===== src/rtl/sysid_probe_master.sv =====
// Avalon-MM probe master: reads the slave ID (word 0) and timestamp (word 1),
// compares them against expected values and reports pass/timeout with a done pulse.
module sysid_probe_master #(
  parameter logic [31:0] EXPECTED_ID    = 32'h0000_0000,
  parameter logic [31:0] EXPECTED_TS    = 32'h4F2B_4A7F,
  parameter int unsigned READ_LATENCY   = 0,
  parameter int unsigned TIMEOUT_CYCLES = 255
) (
  input  logic        clock,
  input  logic        reset,
  input  logic        start,
  output logic        avm_address,
  output logic        avm_read,
  input  logic        avm_waitrequest,
  input  logic [31:0] avm_readdata,
  output logic        busy,
  output logic        done,
  output logic        pass,
  output logic        timeout,
  output logic [31:0] id_value,
  output logic [31:0] ts_value
);

  localparam int unsigned WaitW = 16;
  localparam int unsigned LatW  = 2;
  localparam logic [WaitW-1:0] WaitLimit = WaitW'(TIMEOUT_CYCLES);
  localparam logic [LatW-1:0]  LatLast   = LatW'(READ_LATENCY);
  localparam bit               NoLatency = (READ_LATENCY == 0);

  typedef enum logic [2:0] {
    IDLE, RD_ID, LAT_ID, RD_TS, LAT_TS, CHECK, FIN
  } state_e;

  state_e            state_q, state_d;
  logic              avm_read_q, avm_read_d;
  logic              avm_address_q, avm_address_d;
  logic              busy_q, busy_d;
  logic              done_q, done_d;
  logic              pass_q, pass_d;
  logic              timeout_q, timeout_d;
  logic [31:0]       id_q, id_d;
  logic [31:0]       ts_q, ts_d;
  logic [WaitW-1:0]  wait_cnt_q, wait_cnt_d;
  logic [LatW-1:0]   lat_cnt_q, lat_cnt_d;

  logic              in_rd;
  logic [WaitW-1:0]  wait_inc;
  logic              wait_hit;
  logic              lat_last;

  assign in_rd    = (state_q == RD_ID) || (state_q == RD_TS);
  assign wait_inc = wait_cnt_q + WaitW'(1);
  // Stall budget exhausted on this cycle; only meaningful while waitrequest is high.
  assign wait_hit = in_rd && avm_waitrequest && (wait_inc == WaitLimit);
  assign lat_last = (lat_cnt_q == LatLast);

  // State and output registers
  always_ff @(posedge clock) begin
    if (reset) begin
      state_q       <= IDLE;
      avm_read_q    <= 1'b0;
      avm_address_q <= 1'b0;
      busy_q        <= 1'b0;
      done_q        <= 1'b0;
      pass_q        <= 1'b0;
      timeout_q     <= 1'b0;
      id_q          <= '0;
      ts_q          <= '0;
      wait_cnt_q    <= '0;
      lat_cnt_q     <= '0;
    end else begin
      state_q       <= state_d;
      avm_read_q    <= avm_read_d;
      avm_address_q <= avm_address_d;
      busy_q        <= busy_d;
      done_q        <= done_d;
      pass_q        <= pass_d;
      timeout_q     <= timeout_d;
      id_q          <= id_d;
      ts_q          <= ts_d;
      wait_cnt_q    <= wait_cnt_d;
      lat_cnt_q     <= lat_cnt_d;
    end
  end

  // Next-state logic
  always_comb begin
    state_d = state_q;
    case (state_q)
      IDLE:   if (start) state_d = RD_ID;
      RD_ID:  if (!avm_waitrequest) state_d = NoLatency ? RD_TS : LAT_ID;
              else if (wait_hit)    state_d = FIN;
      LAT_ID: if (lat_last) state_d = RD_TS;
      RD_TS:  if (!avm_waitrequest) state_d = NoLatency ? CHECK : LAT_TS;
              else if (wait_hit)    state_d = FIN;
      LAT_TS: if (lat_last) state_d = CHECK;
      CHECK:  state_d = FIN;
      FIN:    state_d = IDLE;
      default: state_d = IDLE;
    endcase
  end

  // Output / datapath next values; read strobe tracks the state being entered
  always_comb begin
    avm_read_d    = (state_d == RD_ID) || (state_d == RD_TS);
    avm_address_d = (state_d == RD_TS);
    busy_d        = busy_q;
    done_d        = (state_q == FIN);
    pass_d        = pass_q;
    timeout_d     = timeout_q;
    id_d          = id_q;
    ts_d          = ts_q;
    wait_cnt_d    = wait_cnt_q;
    lat_cnt_d     = lat_cnt_q;
    case (state_q)
      IDLE: if (start) begin
        busy_d    = 1'b1;
        pass_d    = 1'b0;
        timeout_d = 1'b0;
        id_d      = '0;
        ts_d      = '0;
      end
      RD_ID, RD_TS: begin
        if (!avm_waitrequest) begin
          lat_cnt_d = LatW'(1);
          if (NoLatency && (state_q == RD_ID)) id_d = avm_readdata;
          if (NoLatency && (state_q == RD_TS)) ts_d = avm_readdata;
        end else begin
          wait_cnt_d = wait_inc;
          if (wait_hit) begin
            timeout_d = 1'b1;
            pass_d    = 1'b0;
          end
        end
      end
      LAT_ID: begin
        lat_cnt_d = lat_cnt_q + LatW'(1);
        if (lat_last) id_d = avm_readdata;
      end
      LAT_TS: begin
        lat_cnt_d = lat_cnt_q + LatW'(1);
        if (lat_last) ts_d = avm_readdata;
      end
      CHECK: pass_d = (id_q == EXPECTED_ID) && (ts_q == EXPECTED_TS);
      FIN:   busy_d = 1'b0;
      default: ;
    endcase
    if (state_d != state_q) wait_cnt_d = '0;
  end

  assign avm_read    = avm_read_q;
  assign avm_address = avm_address_q;
  assign busy        = busy_q;
  assign done        = done_q;
  assign pass        = pass_q;
  assign timeout     = timeout_q;
  assign id_value    = id_q;
  assign ts_value    = ts_q;

endmodule


===== config.mk =====
export PLATFORM = sky130hd
export DESIGN_NAME = sysid_probe_master
export DESIGN_NICKNAME = d
export VERILOG_FILES = /design/src/rtl/sysid_probe_master.sv
export SDC_FILE = /design/constraint.sdc
export NUM_CORES = 1
export LEC_CHECK = 0
export CAP_MARGIN = 20
export CELL_PAD_IN_SITES_DETAIL_PLACEMENT = 1
export CELL_PAD_IN_SITES_GLOBAL_PLACEMENT = 1
export CORE_UTILIZATION = 35
export CTS_CLUSTER_DIAMETER = 100
export DETAILED_ROUTE_END_ITERATION = 8
export GPL_ROUTABILITY_DRIVEN = 0
export GPL_TIMING_DRIVEN = 0
export PLACE_DENSITY_LB_ADDON = 0.1
export SYNTH_ARGS = -nofsm -noshare
export SYNTH_HDL_FRONTEND = slang
export SYNTH_SLANG_ARGS = --single-unit
export TNS_END_PERCENT = 50

===== constraint.sdc =====
create_clock -name clock -period 2.5 [get_ports clock]
set_input_delay 0.5 -clock clock [delete_from_list [all_inputs] [get_ports clock]]
set_output_delay 0.5 -clock clock [all_outputs]
set_load 0.01 [all_outputs]

# Word level (Yosys, flattened, before mapping)
# Cells that the tools add are included.
[totals]
regBits = 91
latch_bits = 0
ram_bits = 0
mem_bits_ro = 0
input_bits = 36
out_inout_bits = 70
wordCells = 82
mem_count = 0
[classes]
addsub = 2
n_mul = 0
n_div = 0
n_lt_le_gt_ge = 0
eq_ne = 19
shifts = 0
n_mux = 26
bitwise_logic = 0
n_reduce_logical = 24
[op_table]
columns = ["op", "count"]
rows = [
  ["32-bit two-way mux", 6],
  ["32-bit case mux with 3 select lines", 2],
  ["32-bit by 31-bit == test with 1-bit output, second input constant", 1],
  ["32-bit logical NOT", 1],
  ["3-bit two-way mux", 6],
  ["3-bit case mux with 6 select lines", 1],
  ["16-bit by 1-bit adder with 16-bit output, second input constant", 1],
  ["16-bit by 8-bit == test with 1-bit output, second input constant", 1],
  ["2-bit != test, second input constant", 8],
  ["5-bit AND reduction", 2],
  ["3-bit by 2-bit == test with 1-bit output, second input constant", 3],
  ["3-bit == test, second input constant", 3],
  ["3-bit nonzero test", 3],
  ["4-bit AND reduction", 2],
  ["3-bit by 1-bit == test with 1-bit output, second input constant", 2],
  ["1-bit two-way mux", 6],
  ["2-bit AND reduction", 3],
  ["2-bit nonzero test", 3],
  ["2-bit OR reduction", 3],
  ["1-bit case mux with 2 select lines", 2],
  ["2-bit case mux with 2 select lines", 1],
  ["1-bit logical AND", 3],
  ["3-bit logical NOT", 1],
  ["3-bit != test", 1],
  ["other kinds (5)", 6],
]

# Logic depth before layout (Yosys ltp)
# Gate-level depths: netlist (run 1).
[logic_depth]
depth_word = 9
mapped_depth = 9
mapped_depth_nobuf = 7

# Least setup slack after synthesis (run 1)
# OpenSTA, ideal clock, no wires.
[synth_path]
kind = "register -> register"
start = "register wait_cnt_q[1]"
end = "register wait_cnt_q[10]"
setup_time_ns = 0.115
arrival_time_ns = 1.991
required_time_ns = 2.385
setup_slack_ns = 0.395
stages_incl_launch_ff = 10
path_buffers = 2
synth_period_minus_slack_ns = 2.105
cell_sequence = "dfxtp_1 ha_1 buf_2 inv_1 or4_1 a22oi_1 o2111ai_2 o211ai_4 buf_6 nor2_1"
[synth_via]
elab_chain_len = 8
[synth_lines]
columns = ["element", "line_no", "source"]
rows = [
  ["start: declaration", "43", "logic [WaitW-1:0] wait_cnt_q, wait_cnt_d;"],
  ["start signal: assignment", "81", "wait_cnt_q <= wait_cnt_d;"],
  ["16-bit by 1-bit adder with 16-bit output *", "52", "assign wait_inc = wait_cnt_q + WaitW'(1);"],
  ["16-bit by 8-bit == test with 1-bit output", "54", "assign wait_hit = in_rd && avm_waitrequest && (wait_inc == WaitLimit);"],
  ["1-bit logical AND", "54", ""],
  ["3-bit two-way mux", "92, 95", ""],
  ["3-bit two-way mux, on equally long branches", "94, 91", ""],
  ["3-bit case mux with 6 select lines", "89", "case (state_q)"],
  ["3-bit != test", "148", "if (state_d != state_q) wait_cnt_d = '0;"],
  ["2-bit OR reduction (no line)", "n/a", ""],
]
# Every way passes the cells marked *; elsewhere a longest branch is shown, timed or not.
# A chain may end at the register's enable or synchronous reset.

# Final worst setup path (run 1)
[layout_path]
start = "input port avm_waitrequest"
end = "register pass_q, in the netlist pass"
[layout_via]
elab_chain_len = 4
[layout_lines]
columns = ["element", "line_no", "source"]
rows = [
  ["start: declaration", "14", "input logic avm_waitrequest,"],
  ["1-bit logical AND (2 in a row)", "54", ""],
  ["2-bit != test (no line)", "n/a", ""],
  ["4-bit AND reduction (no line) *", "n/a", ""],
  ["end signal: assignment", "77", "pass_q <= pass_d;"],
  ["end: declaration", "39", "logic pass_q, pass_d;"],
]
# Marked as above.

==> results of run 1 <==
## power groups by stage
stage               sequential [mW]  combinational, mW  clock (mW)
finish                         1.71               1.22        1.59
global route                   1.73               1.34        1.69
floorplan                      1.77              0.613           0
CTS                            1.71               1.22        1.61
global placement               1.74               1.18           0
detailed placement             1.74               1.21           0
## cell type report
cell class | instances | area share (%)
flip-flops and latches | 91 | 32.4
clock inverters | 4 | 1.73
clock buffers | 12 | 4.38
repair buffers | 105 | 18.6
multi-input cells | 375 | 36.1
inverters | 10 | 0.667
well taps | 140 | 3.11
plain buffers | 39 | 2.93
## how the worst max path moves through the flow
stage,endpoint
final,pass
after global routing,wait_cnt_q[10]
after CTS,wait_cnt_q[10]
after detailed placement,wait_cnt_q[12]
after global placement,wait_cnt_q[12]
after floorplan,wait_cnt_q[10]
## worst register-to-register path, cell delays in order (launching register included)
cell       delay (ps)
dfxtp_2           380
ha_1              150
buf_2             180
inv_1              70
or4_1             500
a22oi_2           220
o2111ai_4         200
o21ai_0           380
o21ai_0           140
## cell usage after synthesis (all sizes together) (8+ instances only)
cell type  count
dfxtp         91
nand2         86
a21oi         74
nand3         70
nor2          34
clkbuf        28
xnor2         13
nor4          12
buf           11
inv           10
nand4          9
nor3           9
o21ai          9
xor2           8
## routing by layer
metal	up-vias	global-route usage [%]	part of all wire [%]
met5	-	0	0
met4	0	11.6	3.1
met3	27	4.68	5.9
met2	121	37.9	46
met1	2025	32.5	45
li1	2030	-	-
## cell families after synthesis
kind of cell | Yosys count | share of synthesized area [%]
simple gates | 245 | 29.0
compound gates | 106 | 15.3
flops | 91 | 45.2
buf+inv | 49 | 4.99
xor+xnor | 21 | 4.56
fa+ha+maj | 3 | 0.931
## flip-flops by register name, indices dropped and copies added, names as in the netlist
| register | count |
|---|---|
| id_value | 32 |
| done | 1 |
| ts_value | 32 |
| lat_cnt_q | 2 |
| avm_read | 1 |
| timeout | 1 |
| avm_address | 1 |
| busy | 1 |
| state_q | 3 |
| wait_cnt_q | 16 |
| pass | 1 |
## what timing repair did
action                     in CTS  in global routing
resized for setup               0                  7
hold endpoints to repair        0                  0
setup endpoints to repair       9                 28
pin swaps                       1                  2
buffers inserted                0                  1
cloned                          0                  0
## per-stage QoR
stage | total power [mW] | cell area, µm² | setup TNS [ps] | setup slack, ps
finish | 4.52 | 5630 | 0 | 56.3
global route | 4.76 | 5630 | -883 | -75.2
CTS | 4.55 | 5590 | 0 | 4.65
detailed placement | 2.95 | 5250 | -8300 | -255
global placement | 2.91 | 5250 | -5980 | -262
floorplan | 2.38 | 4030 | 0 | 395
==> results.json, run 1 <==
{
  "yosysSeqAreaShare_pct": 45.2,
  "holdPathEnd": "id_value[18]",
  "clkPwrFrac_pct": 35.1,
  "p_per_area_mw_per_mm2": 804,
  "arrival_ps": 2670,
  "syn_inst": 515,
  "reg2reg_depth": 8,
  "cts.sinks": 91,
  "initial_core_util_pct": 36.6,
  "slew_violations": 0,
  "clockRootBuffer": "clkbuf_16",
  "clk_pin_slew_ps": 70,
  "grt_pass1_vias": 4223,
  "avgSynthCellArea_um2": 7.83,
  "netSwitchingFraction_pct": 31.7,
  "final_common_cell": "clkdlybuf4s50_1",
  "r2r_setup_slack_ps": 140,
  "htree_levels": 3,
  "async_flop_share_pct": 0,
  "fin_crit_ps": 2440,
  "antenna_found_initial": 0,
  "cts_tree": "yes",
  "startpoint": "avm_waitrequest",
  "final_nets": 670,
  "cts-hold-fix-buffers": 0,
  "whs_path_depth": 2,
  "crit_path_top_delay_cell": "clkdlybuf4s50_1",
  "fp.dieArea_mm2": 0.0120,
  "worstMarginPinSlew_ps": 553,
  "ir_drop_mv": 0.365,
  "pin_count": 106,
  "clock_latency_ps": 350,
  "total_leakage_power_nw": 1.87,
  "hold_viol": 0,
  "port_buffers": 104,
  "synth_area_mm2": 0.00403,
  "n_antenna_cell": 0,
  "dp_hpwl_um": 10400,
  "grt_pass1_wl_um": 22100,
  "crit_cells": 8,
  "ys.flop_type": "dfxtp_1",
  "worstSetupEndpointType": "register",
  "required_ps": 2720,
  "syn_nets": 554,
  "synth_cell_types": 49,
  "clock_skew_ps": 8.77,
  "max_clock_freq_ghz": 0.409,
  "crit_top_cell": "o21ai_0",
  "drtAntennaViolNets": 0,
  "path_delay_family": "compound AO/OA/AOI/OAI gates",
  "finalWirelength_um": 14100,
  "drt_pass1_iterations": 4,
  "hold_slack_ps": 465,
  "core_area_mm2": 0.0110,
  "floorplan.die.width_um": 109,
  "drive_above_1_share_pct": 5.03,
  "yosys.area.top_type": "dfxtp_1",
  "synth_top_area_share_pct": 45.2,
  "p_seq_share_pct": 37.8,
  "drc": 0,
  "r2r_start": "wait_cnt_q[0]",
  "p_int_mw": 3.09,
  "multi_input_area_mm2": 0.00203,
  "hold_class": "register to register",
  "path_buf_inv": 2,
  "cts_buffers": 9,
  "cp_max_fo": 10,
  "slew_headroom_pct": 63.1,
  "synth_edf_count": 0,
  "path_cells": "clkdlybuf4s50_1 > and3b_1 > buf_2 > nand4_1 > a21oi_1 > o2111ai_4 > o21ai_0 > o21ai_0",
  "stdcell_count": 776,
  "dpl.cell_count": 759,
  "outcome": "finished clean",
  "regArea_mm2": 0.00182,
  "grt_max_degree": 15,
  "cpPeakStageDelay_ps": 600,
  "switching_power_mw": 1.44,
  "rows": 38,
  "yosysWarnings": 0,
  "ys_ff_latch": 91,
  "grt_overflow": 0,
  "dr_total_vias": 4203,
  "finalCritPeriodShare_pct": 97.7,
  "dieHeight_um": 109,
  "synthToLayoutAreaGrowth_pct": 39.5,
  "post-route-util_pct": 51.0,
  "avgViaCountPerCell": 5.42,
  "drv_cap": 0,
  "drtIter0Drc": 189,
  "hold_start": "id_value[18]",
  "nFillCells": 1370,
  "startpoint_type": "input port",
  "grt.total_usage_pct": 24.4,
  "avgRoutedWirePerCell_um": 18.1,
  "setup_viol_count_final": 0,
  "power_frac_comb_pct": 27.1,
  "rr_endpoint": "pass",
  "layout_common_cells": "clkdlybuf4s50_1 (104), dfxtp_1 (89), nand2_1 (86)",
  "ctsLongestPathBuffers": 2,
  "crit_type": "input port to register",
  "synthTopCellsByArea": "dfxtp_1 (45%), a21oi_1 (9.2%), nand3_1 (8.7%), nand2_1 (8.0%), nor2_1 (3.2%)"
}
No activity file was read; power rests on OpenSTA's default activity.
==> inputs of run 2 (changes only) <==
Settings changed: GPL_TIMING_DRIVEN 0 to 1.
==> results.json, run 2 (synthesis gave the netlist of run 1 again) <==
{
  "layout_common_cells": "clkdlybuf4s50_1 (104), dfxtp_1 (91), nand2_1 (86)",
  "startpoint": "wait_cnt_q[1]",
  "cp_max_fo": 6,
  "post_cts_resized": 0,
  "drc": 0,
  "floorplan.die.width_um": 109,
  "port_buffers": 105,
  "cts.sinks": 91,
  "cts_tree": "yes",
  "p_per_area_mw_per_mm2": 781,
  "worstSetupEndpointType": "register",
  "p_total_mw": 4.34,
  "setup_ws_ps": 175,
  "cts-hold-fix-buffers": 0,
  "drive_above_1_share_pct": 6.21,
  "clk_pin_slew_ps": 60,
  "htree_levels": 3,
  "pin_count": 106,
  "hold_viol": 0,
  "grt_pass1_wl_um": 21100,
  "n_antenna_cell": 0,
  "final_common_cell": "clkdlybuf4s50_1",
  "ir_drop_mv": 0.442,
  "drtAntennaViolNets": 0,
  "final_nets": 648,
  "crit_type": "register to register",
  "crit_end": "pass",
  "tns_ps": 0,
  "switching_power_mw": 1.42,
  "avgRoutedWirePerCell_um": 18.0,
  "arrival_ps": 2540,
  "total_leakage_power_nw": 1.87,
  "clock_skew_ps": 5.41,
  "avgViaCountPerCell": 5.45,
  "worstMarginPinSlew_ps": 561,
  "dieHeight_um": 109,
  "fp.dieArea_mm2": 0.0120,
  "r2r_setup_slack_ps": 170,
  "rows": 38,
  "max_clock_freq_ghz": 0.430,
  "final_area_mm2": 0.00556,
  "clkPwrFrac_pct": 31.2,
  "ctsLongestPathBuffers": 2,
  "postCtsSetupRepairBufs": 0,
  "core_area_mm2": 0.0110,
  "p_int_mw": 2.93,
  "r2r_start": "wait_cnt_q[1]",
  "startpoint_type": "register",
  "synthToLayoutAreaGrowth_pct": 37.9,
  "grt.total_usage_pct": 23.3,
  "netSwitchingFraction_pct": 32.6,
  "initial_core_util_pct": 36.6,
  "dp_hpwl_um": 9670,
  "grt_pass1_vias": 4091,
  "outcome": "finished clean",
  "clock_latency_ps": 340,
  "hold_class": "register to register",
  "antenna_found_initial": 0,
  "dpl_cell_area_mm2": 0.00528,
  "dr_total_vias": 4102,
  "grt_overflow": 0,
  "cts_buffers": 9,
  "drt_pass1_iterations": 5,
  "reg2reg_depth": 7,
  "rsz0062_at_grt": "no",
  "finalWirelength_um": 13500,
  "fin_crit_ps": 2330,
  "required_ps": 2720,
  "slew_headroom_pct": 62.6,
  "rr_endpoint": "pass",
  "grt_max_degree": 46,
  "power_frac_comb_pct": 29.1,
  "slew_violations": 0,
  "setup_viol_count_final": 0,
  "p_seq_share_pct": 39.7,
  "drv_cap": 0,
  "drtIter0Drc": 155,
  "finalCritPeriodShare_pct": 93.0,
  "place_ws_ps": 165,
  "clockRootBuffer": "clkbuf_16"
}
[run 2: changes by cell type in the layout (fill, tap and decap cells not counted), sizes merged]
cell,previous run,this run
buf,12,18
bufinv,3,1
clkbuf,40,12
[run 2: worst min-delay path by stage]
stage / from / endpoint / cells after the start
floorplan: lat_cnt_q[1] / lat_cnt_q[1] / 2
global placement: id_value[22] / id_value[22] / 2
detailed placement: ts_value[22] / ts_value[22] / 2
CTS: ts_value[22] / ts_value[22] / 2
global route: id_value[20] / id_value[20] / 2
finish: ts_value[22] / ts_value[22] / 2
[run 2: cell type report]
cell class                      instances  area, µm²
Tap cell                              140        175
Fill cell                            1342       5470
Inverter                               10       37.5
Sequential cell                        91       1820
Clock buffer                           12        246
Multi-Input combinational cell        375       2020
Timing Repair Buffer                  122       1220
Clock inverter                          2       37.5
[run 2: per-stage QoR]
stage	util [%]	hold slack (ps)	cells
2_1_floorplan	-	454	515
3_3_place_gp	47.9	452	738
3_5_place_dp	47.9	461	738
4_1_cts	50.4	470	752
5_1_grt	50.4	492	752
6_report	50.4	470	752
[run 2: power groups by stage]
stage,clock network (mW),registers (mW),logic [mW]
CTS,1.38,1.73,1.27
global route,1.44,1.74,1.37
finish,1.36,1.72,1.26
detailed placement,0,1.76,1.26
global placement,0,1.75,1.23
floorplan,0,1.77,0.613
[run 2: worst max-delay path, cell delays in order, from the launching register on]
cell,delay [ps]
dfxtp_1,440
ha_1,290
inv_1,70
or4_1,470
a22oi_1,230
o2111ai_2,210
o21ai_0,340
o21ai_0,150
[run 2: routing by layer]
metal	vias up	share of wire [%]	GRT usage, %
met5	-	0	0
li1	1986	-	-
met3	12	4.0	3.62
met2	89	47	38.1
met1	2015	47	31.3
met4	0	1.4	8.10
